**config.mk**
```make
export PLATFORM = sky130hd
export DESIGN_NAME = tl_buffer
export DESIGN_NICKNAME = d
export VERILOG_FILES = /design/src/rtl/tl_buffer_pkg.sv /design/src/rtl/tl_buffer_queue.sv /design/src/rtl/tl_buffer.sv
export SDC_FILE = /design/constraint.sdc
export NUM_CORES = 1
export LEC_CHECK = 0
export CELL_PAD_IN_SITES_DETAIL_PLACEMENT = 0
export CELL_PAD_IN_SITES_GLOBAL_PLACEMENT = 1
export CORE_MARGIN = 3
export CORE_UTILIZATION = 25
export DETAILED_ROUTE_END_ITERATION = 10
export PLACE_DENSITY_LB_ADDON = 0.1
export SLEW_MARGIN = 20
export SYNTH_ARGS = -nofsm -noshare
export SYNTH_HDL_FRONTEND = slang
export SYNTH_SLANG_ARGS = --single-unit
```
**constraint.sdc**
```tcl
create_clock -name clock -period 7.81 [get_ports clock]
set_input_delay 1.562 -clock clock [delete_from_list [all_inputs] [get_ports clock]]
set_output_delay 1.562 -clock clock [all_outputs]
set_load 0.03 [all_outputs]
```
**src/rtl/tl_buffer_pkg.sv**
```systemverilog
// Shared field widths and packed beat layouts for the TileLink-UH decoupling buffer.
package tl_buffer_pkg;

    localparam int unsigned TL_OPCODE_W = 3;
    localparam int unsigned TL_PARAM_W  = 3;
    localparam int unsigned TL_SIZE_W   = 3;
    localparam int unsigned TL_SOURCE_W = 4;
    localparam int unsigned TL_ADDR_W   = 32;
    localparam int unsigned TL_DATA_W   = 64;
    localparam int unsigned TL_MASK_W   = 8;

    // A-channel beat, most significant field first.
    typedef struct packed {
        logic [TL_OPCODE_W-1:0] opcode;
        logic [TL_PARAM_W-1:0]  param;
        logic [TL_SIZE_W-1:0]   size;
        logic [TL_SOURCE_W-1:0] source;
        logic [TL_ADDR_W-1:0]   address;
        logic [TL_MASK_W-1:0]   mask;
        logic [TL_DATA_W-1:0]   data;
        logic                   corrupt;
    } tl_a_beat_t;

    // D-channel beat, most significant field first.
    typedef struct packed {
        logic [TL_OPCODE_W-1:0] opcode;
        logic [TL_SIZE_W-1:0]   size;
        logic [TL_SOURCE_W-1:0] source;
        logic                   denied;
        logic [TL_DATA_W-1:0]   data;
        logic                   corrupt;
    } tl_d_beat_t;

    localparam int unsigned TL_A_BEAT_W = $bits(tl_a_beat_t);  // 118
    localparam int unsigned TL_D_BEAT_W = $bits(tl_d_beat_t);  // 76

endpackage

```
**src/rtl/tl_buffer_queue.sv**
```systemverilog
// Generic ready/valid FIFO with registered occupancy. Ready and valid depend
// only on the stored count, so no combinational path crosses the queue.
module tl_buffer_queue #(
    parameter int unsigned WIDTH = 8,
    parameter int unsigned DEPTH = 2
) (
    input  logic                         clk_i,
    input  logic                         rst_ni,
    input  logic                         enq_valid_i,
    output logic                         enq_ready_o,
    input  logic [WIDTH-1:0]             enq_data_i,
    output logic                         deq_valid_o,
    input  logic                         deq_ready_i,
    output logic [WIDTH-1:0]             deq_data_o,
    output logic [$clog2(DEPTH+1)-1:0]   count_o
);

    localparam int unsigned PTR_W = (DEPTH > 1) ? $clog2(DEPTH) : 1;
    localparam int unsigned CNT_W = $clog2(DEPTH + 1);
    localparam logic [PTR_W-1:0] LAST_PTR = PTR_W'(DEPTH - 1);
    localparam logic [CNT_W-1:0] FULL_CNT = CNT_W'(DEPTH);

    logic [WIDTH-1:0] mem_q [DEPTH];
    logic [PTR_W-1:0] enq_ptr_q;
    logic [PTR_W-1:0] enq_ptr_d;
    logic [PTR_W-1:0] deq_ptr_q;
    logic [PTR_W-1:0] deq_ptr_d;
    logic [CNT_W-1:0] count_q;
    logic [CNT_W-1:0] count_d;
    logic             enq_fire_s;
    logic             deq_fire_s;

    // Pointer advance with explicit wrap so non-power-of-two depths work.
    function automatic logic [PTR_W-1:0] ptr_next(input logic [PTR_W-1:0] ptr);
        if (ptr == LAST_PTR) begin
            return {PTR_W{1'b0}};
        end else begin
            return ptr + PTR_W'(1'b1);
        end
    endfunction

    assign enq_ready_o = (count_q != FULL_CNT);
    assign deq_valid_o = (count_q != {CNT_W{1'b0}});
    assign enq_fire_s  = enq_valid_i & enq_ready_o;
    assign deq_fire_s  = deq_valid_o & deq_ready_i;
    assign deq_data_o  = mem_q[deq_ptr_q];
    assign count_o     = count_q;

    // Next-state for pointers and occupancy from the two handshakes.
    always_comb begin
        enq_ptr_d = enq_ptr_q;
        deq_ptr_d = deq_ptr_q;
        count_d   = count_q;
        if (enq_fire_s) begin
            enq_ptr_d = ptr_next(enq_ptr_q);
        end else begin
            enq_ptr_d = enq_ptr_q;
        end
        if (deq_fire_s) begin
            deq_ptr_d = ptr_next(deq_ptr_q);
        end else begin
            deq_ptr_d = deq_ptr_q;
        end
        case ({enq_fire_s, deq_fire_s})
            2'b10:   count_d = count_q + CNT_W'(1'b1);
            2'b01:   count_d = count_q - CNT_W'(1'b1);
            default: count_d = count_q;
        endcase
    end

    // Control state register; reset discards every in-flight beat.
    always_ff @(posedge clk_i) begin
        if (!rst_ni) begin
            enq_ptr_q <= {PTR_W{1'b0}};
            deq_ptr_q <= {PTR_W{1'b0}};
            count_q   <= {CNT_W{1'b0}};
        end else begin
            enq_ptr_q <= enq_ptr_d;
            deq_ptr_q <= deq_ptr_d;
            count_q   <= count_d;
        end
    end

    // Payload storage, written on enqueue only; contents are not reset.
    always_ff @(posedge clk_i) begin
        if (enq_fire_s) begin
            mem_q[enq_ptr_q] <= enq_data_i;
        end
    end

endmodule

```
**src/rtl/tl_buffer.sv**
```systemverilog
// TileLink-UH decoupling buffer: one independent queue on A (in->out) and one
// on D (out->in). The top only packs/unpacks beats and forces the handshake
// outputs low while reset is held.
module tl_buffer
    import tl_buffer_pkg::*;
#(
    parameter int unsigned A_DEPTH = 2,
    parameter int unsigned D_DEPTH = 2
) (
    input  logic                   clock,
    input  logic                   reset,
    output logic                   auto_in_a_ready,
    input  logic                   auto_in_a_valid,
    input  logic [TL_OPCODE_W-1:0] auto_in_a_bits_opcode,
    input  logic [TL_PARAM_W-1:0]  auto_in_a_bits_param,
    input  logic [TL_SIZE_W-1:0]   auto_in_a_bits_size,
    input  logic [TL_SOURCE_W-1:0] auto_in_a_bits_source,
    input  logic [TL_ADDR_W-1:0]   auto_in_a_bits_address,
    input  logic [TL_MASK_W-1:0]   auto_in_a_bits_mask,
    input  logic [TL_DATA_W-1:0]   auto_in_a_bits_data,
    input  logic                   auto_in_a_bits_corrupt,
    input  logic                   auto_in_d_ready,
    output logic                   auto_in_d_valid,
    output logic [TL_OPCODE_W-1:0] auto_in_d_bits_opcode,
    output logic [TL_SIZE_W-1:0]   auto_in_d_bits_size,
    output logic [TL_SOURCE_W-1:0] auto_in_d_bits_source,
    output logic                   auto_in_d_bits_denied,
    output logic [TL_DATA_W-1:0]   auto_in_d_bits_data,
    output logic                   auto_in_d_bits_corrupt,
    input  logic                   auto_out_a_ready,
    output logic                   auto_out_a_valid,
    output logic [TL_OPCODE_W-1:0] auto_out_a_bits_opcode,
    output logic [TL_PARAM_W-1:0]  auto_out_a_bits_param,
    output logic [TL_SIZE_W-1:0]   auto_out_a_bits_size,
    output logic [TL_SOURCE_W-1:0] auto_out_a_bits_source,
    output logic [TL_ADDR_W-1:0]   auto_out_a_bits_address,
    output logic [TL_MASK_W-1:0]   auto_out_a_bits_mask,
    output logic [TL_DATA_W-1:0]   auto_out_a_bits_data,
    output logic                   auto_out_a_bits_corrupt,
    output logic                   auto_out_d_ready,
    input  logic                   auto_out_d_valid,
    input  logic [TL_OPCODE_W-1:0] auto_out_d_bits_opcode,
    input  logic [TL_SIZE_W-1:0]   auto_out_d_bits_size,
    input  logic [TL_SOURCE_W-1:0] auto_out_d_bits_source,
    input  logic                   auto_out_d_bits_denied,
    input  logic [TL_DATA_W-1:0]   auto_out_d_bits_data,
    input  logic                   auto_out_d_bits_corrupt
);

    tl_a_beat_t a_enq_beat_s;
    tl_a_beat_t a_deq_beat_s;
    tl_d_beat_t d_enq_beat_s;
    tl_d_beat_t d_deq_beat_s;
    logic       a_enq_ready_s;
    logic       a_deq_valid_s;
    logic       d_enq_ready_s;
    logic       d_deq_valid_s;

    assign a_enq_beat_s.opcode  = auto_in_a_bits_opcode;
    assign a_enq_beat_s.param   = auto_in_a_bits_param;
    assign a_enq_beat_s.size    = auto_in_a_bits_size;
    assign a_enq_beat_s.source  = auto_in_a_bits_source;
    assign a_enq_beat_s.address = auto_in_a_bits_address;
    assign a_enq_beat_s.mask    = auto_in_a_bits_mask;
    assign a_enq_beat_s.data    = auto_in_a_bits_data;
    assign a_enq_beat_s.corrupt = auto_in_a_bits_corrupt;

    assign d_enq_beat_s.opcode  = auto_out_d_bits_opcode;
    assign d_enq_beat_s.size    = auto_out_d_bits_size;
    assign d_enq_beat_s.source  = auto_out_d_bits_source;
    assign d_enq_beat_s.denied  = auto_out_d_bits_denied;
    assign d_enq_beat_s.data    = auto_out_d_bits_data;
    assign d_enq_beat_s.corrupt = auto_out_d_bits_corrupt;

    // A channel: request path from the width widget toward the crossbar.
    tl_buffer_queue #(
        .WIDTH (TL_A_BEAT_W),
        .DEPTH (A_DEPTH)
    ) u_a_queue (
        .clk_i       (clock),
        .rst_ni      (reset),
        .enq_valid_i (auto_in_a_valid & reset),
        .enq_ready_o (a_enq_ready_s),
        .enq_data_i  (a_enq_beat_s),
        .deq_valid_o (a_deq_valid_s),
        .deq_ready_i (auto_out_a_ready & reset),
        .deq_data_o  (a_deq_beat_s),
        .count_o     ()
    );

    // D channel: response path from the slave side back upstream.
    tl_buffer_queue #(
        .WIDTH (TL_D_BEAT_W),
        .DEPTH (D_DEPTH)
    ) u_d_queue (
        .clk_i       (clock),
        .rst_ni      (reset),
        .enq_valid_i (auto_out_d_valid & reset),
        .enq_ready_o (d_enq_ready_s),
        .enq_data_i  (d_enq_beat_s),
        .deq_valid_o (d_deq_valid_s),
        .deq_ready_i (auto_in_d_ready & reset),
        .deq_data_o  (d_deq_beat_s),
        .count_o     ()
    );

    // Occupancy is unknown before the first reset edge, so handshakes are
    // held low for as long as reset is asserted.
    assign auto_in_a_ready  = reset & a_enq_ready_s;
    assign auto_out_a_valid = reset & a_deq_valid_s;
    assign auto_out_d_ready = reset & d_enq_ready_s;
    assign auto_in_d_valid  = reset & d_deq_valid_s;

    assign auto_out_a_bits_opcode  = a_deq_beat_s.opcode;
    assign auto_out_a_bits_param   = a_deq_beat_s.param;
    assign auto_out_a_bits_size    = a_deq_beat_s.size;
    assign auto_out_a_bits_source  = a_deq_beat_s.source;
    assign auto_out_a_bits_address = a_deq_beat_s.address;
    assign auto_out_a_bits_mask    = a_deq_beat_s.mask;
    assign auto_out_a_bits_data    = a_deq_beat_s.data;
    assign auto_out_a_bits_corrupt = a_deq_beat_s.corrupt;

    assign auto_in_d_bits_opcode  = d_deq_beat_s.opcode;
    assign auto_in_d_bits_size    = d_deq_beat_s.size;
    assign auto_in_d_bits_source  = d_deq_beat_s.source;
    assign auto_in_d_bits_denied  = d_deq_beat_s.denied;
    assign auto_in_d_bits_data    = d_deq_beat_s.data;
    assign auto_in_d_bits_corrupt = d_deq_beat_s.corrupt;

endmodule

```
==> flow_metrics.py <==
metrics = {
    "drt": {
        "vias": 7609,
        "drt-pass1-iter-count": 4,
        "viasPerCell": 4.03,
        "wl_met3_um": 4420,
        "drt_iter0_markers": 261,
        "wl_met2_um": 17100,
        "wl_met1_um": 14900,
        "drc": 0,
        "top_layer_used": "met5",
        "finalWirelength_um": 37200,
        "avgRoutedWirePerCell_um": 19.7,
        "ant_nets": 0,
    },
    "setup_path": {
        "crit_path_max_fanout": 12,
        "required_ps": 6250,
        "r2r_cells": 4,
        "endpoint_kind": "primary output",
        "cp_data_arrival_time_ps": 3250,
        "slowest_delay_ps": 700,
        "cp_cell_sequence": "clkdlybuf4s50_1 > inv_1 > nor2_1 > clkdlybuf4s50_1",
        "start_kind": "input pin",
        "cpMostUsedCell": "clkdlybuf4s50_1",
        "critPathKind": "input pin to primary output",
        "slowest_stage": "clkdlybuf4s50_1",
    },
    "finish": {
        "stdcell_count": 1888,
        "layout_common_cells": "clkdlybuf4s50_1, edfxtp_1, mux2_2",
        "fin_nets": 1298,
        "final_core_util_pct": 36.6,
        "syn2layout_area_growth_pct": 43.6,
        "drive_gt1_share_pct": 23.5,
        "mostFrequentLayoutCell": "clkdlybuf4s50_1",
    },
    "global_route": {
        "grt.total_usage_pct": 11.8,
        "antenna_found_initial": 8,
        "grt_start_max_net_pins": 65,
        "grt_pass1_wl_um": 53000,
        "grt_pass1_vias": 8120,
        "gr-total-overflow": 0,
    },
    "timing": {
        "tns_ps": 0,
        "max_slew_margin_pct": 36.7,
        "fin_crit_sh_pct": 61.6,
        "worst_slew_pin_slew_ps": 949,
        "whs_ps": 498,
        "fmax_mhz": 208,
        "setup_viol": 0,
        "rsz0062_at_grt": "false",
        "clock_skew_ps": 13.6,
        "maxSlewViolCount": 0,
        "post-route-min-period_ps": 4810,
        "setup_ws_ps": 3000,
        "hold_violations": 0,
    },
    "placed_design": {
        "preCtsSetupSlack_ps": 3000,
        "hpwlAfterDp_um": 24600,
        "place_congestion": 0.694,
        "place_inst": 1803,
        "port_buffers": 397,
    },
    "die": {
        "fp.dieArea_um2": 60700,
        "initial_core_util_pct": 25.5,
        "fp-row-count": 87,
        "coreArea_um2": 56700,
        "die_x_um": 246,
        "io_pins": 398,
        "fp.dieH_um": 246,
    },
    "clock_tree": {
        "clk_latency_ps": 560,
        "post_cts_buffers": 0,
        "numClockSinks": 398,
        "ctsRootBufferMaster": "clkbuf_16",
        "cts.htree.levels": 2,
        "ctsLongestPathBuffers": 3,
        "ctsResizeCount": 0,
        "cts_made_buffers": 47,
        "cts_tree": "done",
        "path_clk_slew_ps": 60,
        "hold_buffers": 0,
    },
    "yosys": {
        "seq_area_frac_synth_pct": 82.1,
        "yosys_warnings": 0,
        "yosys_register_bits": 398,
        "syn_inst": 661,
        "syn_nets": 863,
        "ys_types": 20,
        "avgSynthCellArea_um2": 21.8,
        "synthesis.area_um2": 14400,
    },
    "pwr": {
        "ir_worst_vdd_uv": 161,
        "p_per_area_nw_per_um2": 260,
        "power_leakage_nw": 6.73,
    },
    "outcome": {
        "status": "finished clean",
    },
    "hold_path": {
        "min_path_type": "register to register",
        "whs_path_depth": 2,
    },
    "run": {
        "cap_violations": 0,
    },
}
==> worst paths after layout <==
check,from,to,slack [ps]
worst min-delay path,u_d_queue.deq_ptr_q$_SDFFE_PN0P_,register,500
worst max-delay path,reset,auto_out_a_valid,3000
worst max register to register,u_d_queue.count_o[0]$_SDFFE_PN0P_,u_d_queue.mem_q[0][74]$_DFFE_PP_,5200
worst min register to register,u_d_queue.deq_ptr_q$_SDFFE_PN0P_,register,500
==> cell type report <==
| class | count | area (um^2) |
|---|---|---|
| timing repair buffer | 408 | 4060 |
| clock buffer | 61 | 1270 |
| tap | 756 | 946 |
| clock inverter | 20 | 113 |
| antenna | 4 | 10.0 |
| fill | 5320 | 36000 |
| sequential | 398 | 11900 |
| multi-input combinational | 238 | 2470 |
| inverter | 3 | 11.3 |
==> critical path: cells and delay by family <==
family	cells	cell delay, ps
simple gates	1	210
buf+inv	3	1470
==> kinds of logic after synthesis <==
kind of cell    share of synthesized area [%]
mux                                      15.1
simple gates                            0.849
xor+xnor                                0.364
fa+ha+maj                               0.173
flops                                    82.1
compound gates                          0.381
buf+inv                                  1.03
==> synthesized netlist by cell type (all sizes together) <==
cell type / instances / area (um^2)
mux2: 194 / 2180
nor2: 14 / 52.6
xor2: 4 / 35.0
nand2b: 2 / 12.5
or3: 2 / 12.5
xnor2: 2 / 17.5
o21ai: 4 / 20.0
ha: 2 / 25.0
dfxtp: 10 / 200
nand3: 4 / 20.0
and2: 4 / 25.0
a21oi: 4 / 20.0
edfxtp: 388 / 11700
buf: 21 / 134
inv: 3 / 11.3
a21o: 2 / 15.0
clkbuf: 1 / 3.75
==> flip-flops by register name (all words and copies together), names as in the netlist, named ones only <==
name and cells:
u_d_queue.deq_ptr_q 1, u_d_queue.count_o 2, u_a_queue.count_o 2, u_d_queue.enq_ptr_q 1, u_a_queue.deq_ptr_q 1, u_a_queue.mem_q 236
u_d_queue.mem_q 152, u_a_queue.enq_ptr_q 1
==> power by group <==
| group | switching (mW) | internal, mW |
|---|---|---|
| registers | 0.0349 | 2.45 |
| logic | 0.494 | 0.425 |
| clock network | 0.822 | 1.17 |
==> metal layers <==
| layer | vias up | global-route usage [%] |
|---|---|---|
| li1 | 3493 | - |
| met1 | 3766 | 13.5 |
| met2 | 274 | 18.8 |
| met3 | 66 | 6.73 |
| met4 | 10 | 3.66 |
| met5 | - | 0 |
==> through the flow <==
step                area, um^2  power [mW]
floorplan                14400        3.04
global placement         19300        3.47
detailed placement       19300        3.47
CTS                      20700        5.52
global route             20700        5.65
finish                   20700        5.39
(Power assumes the default switching activity.)
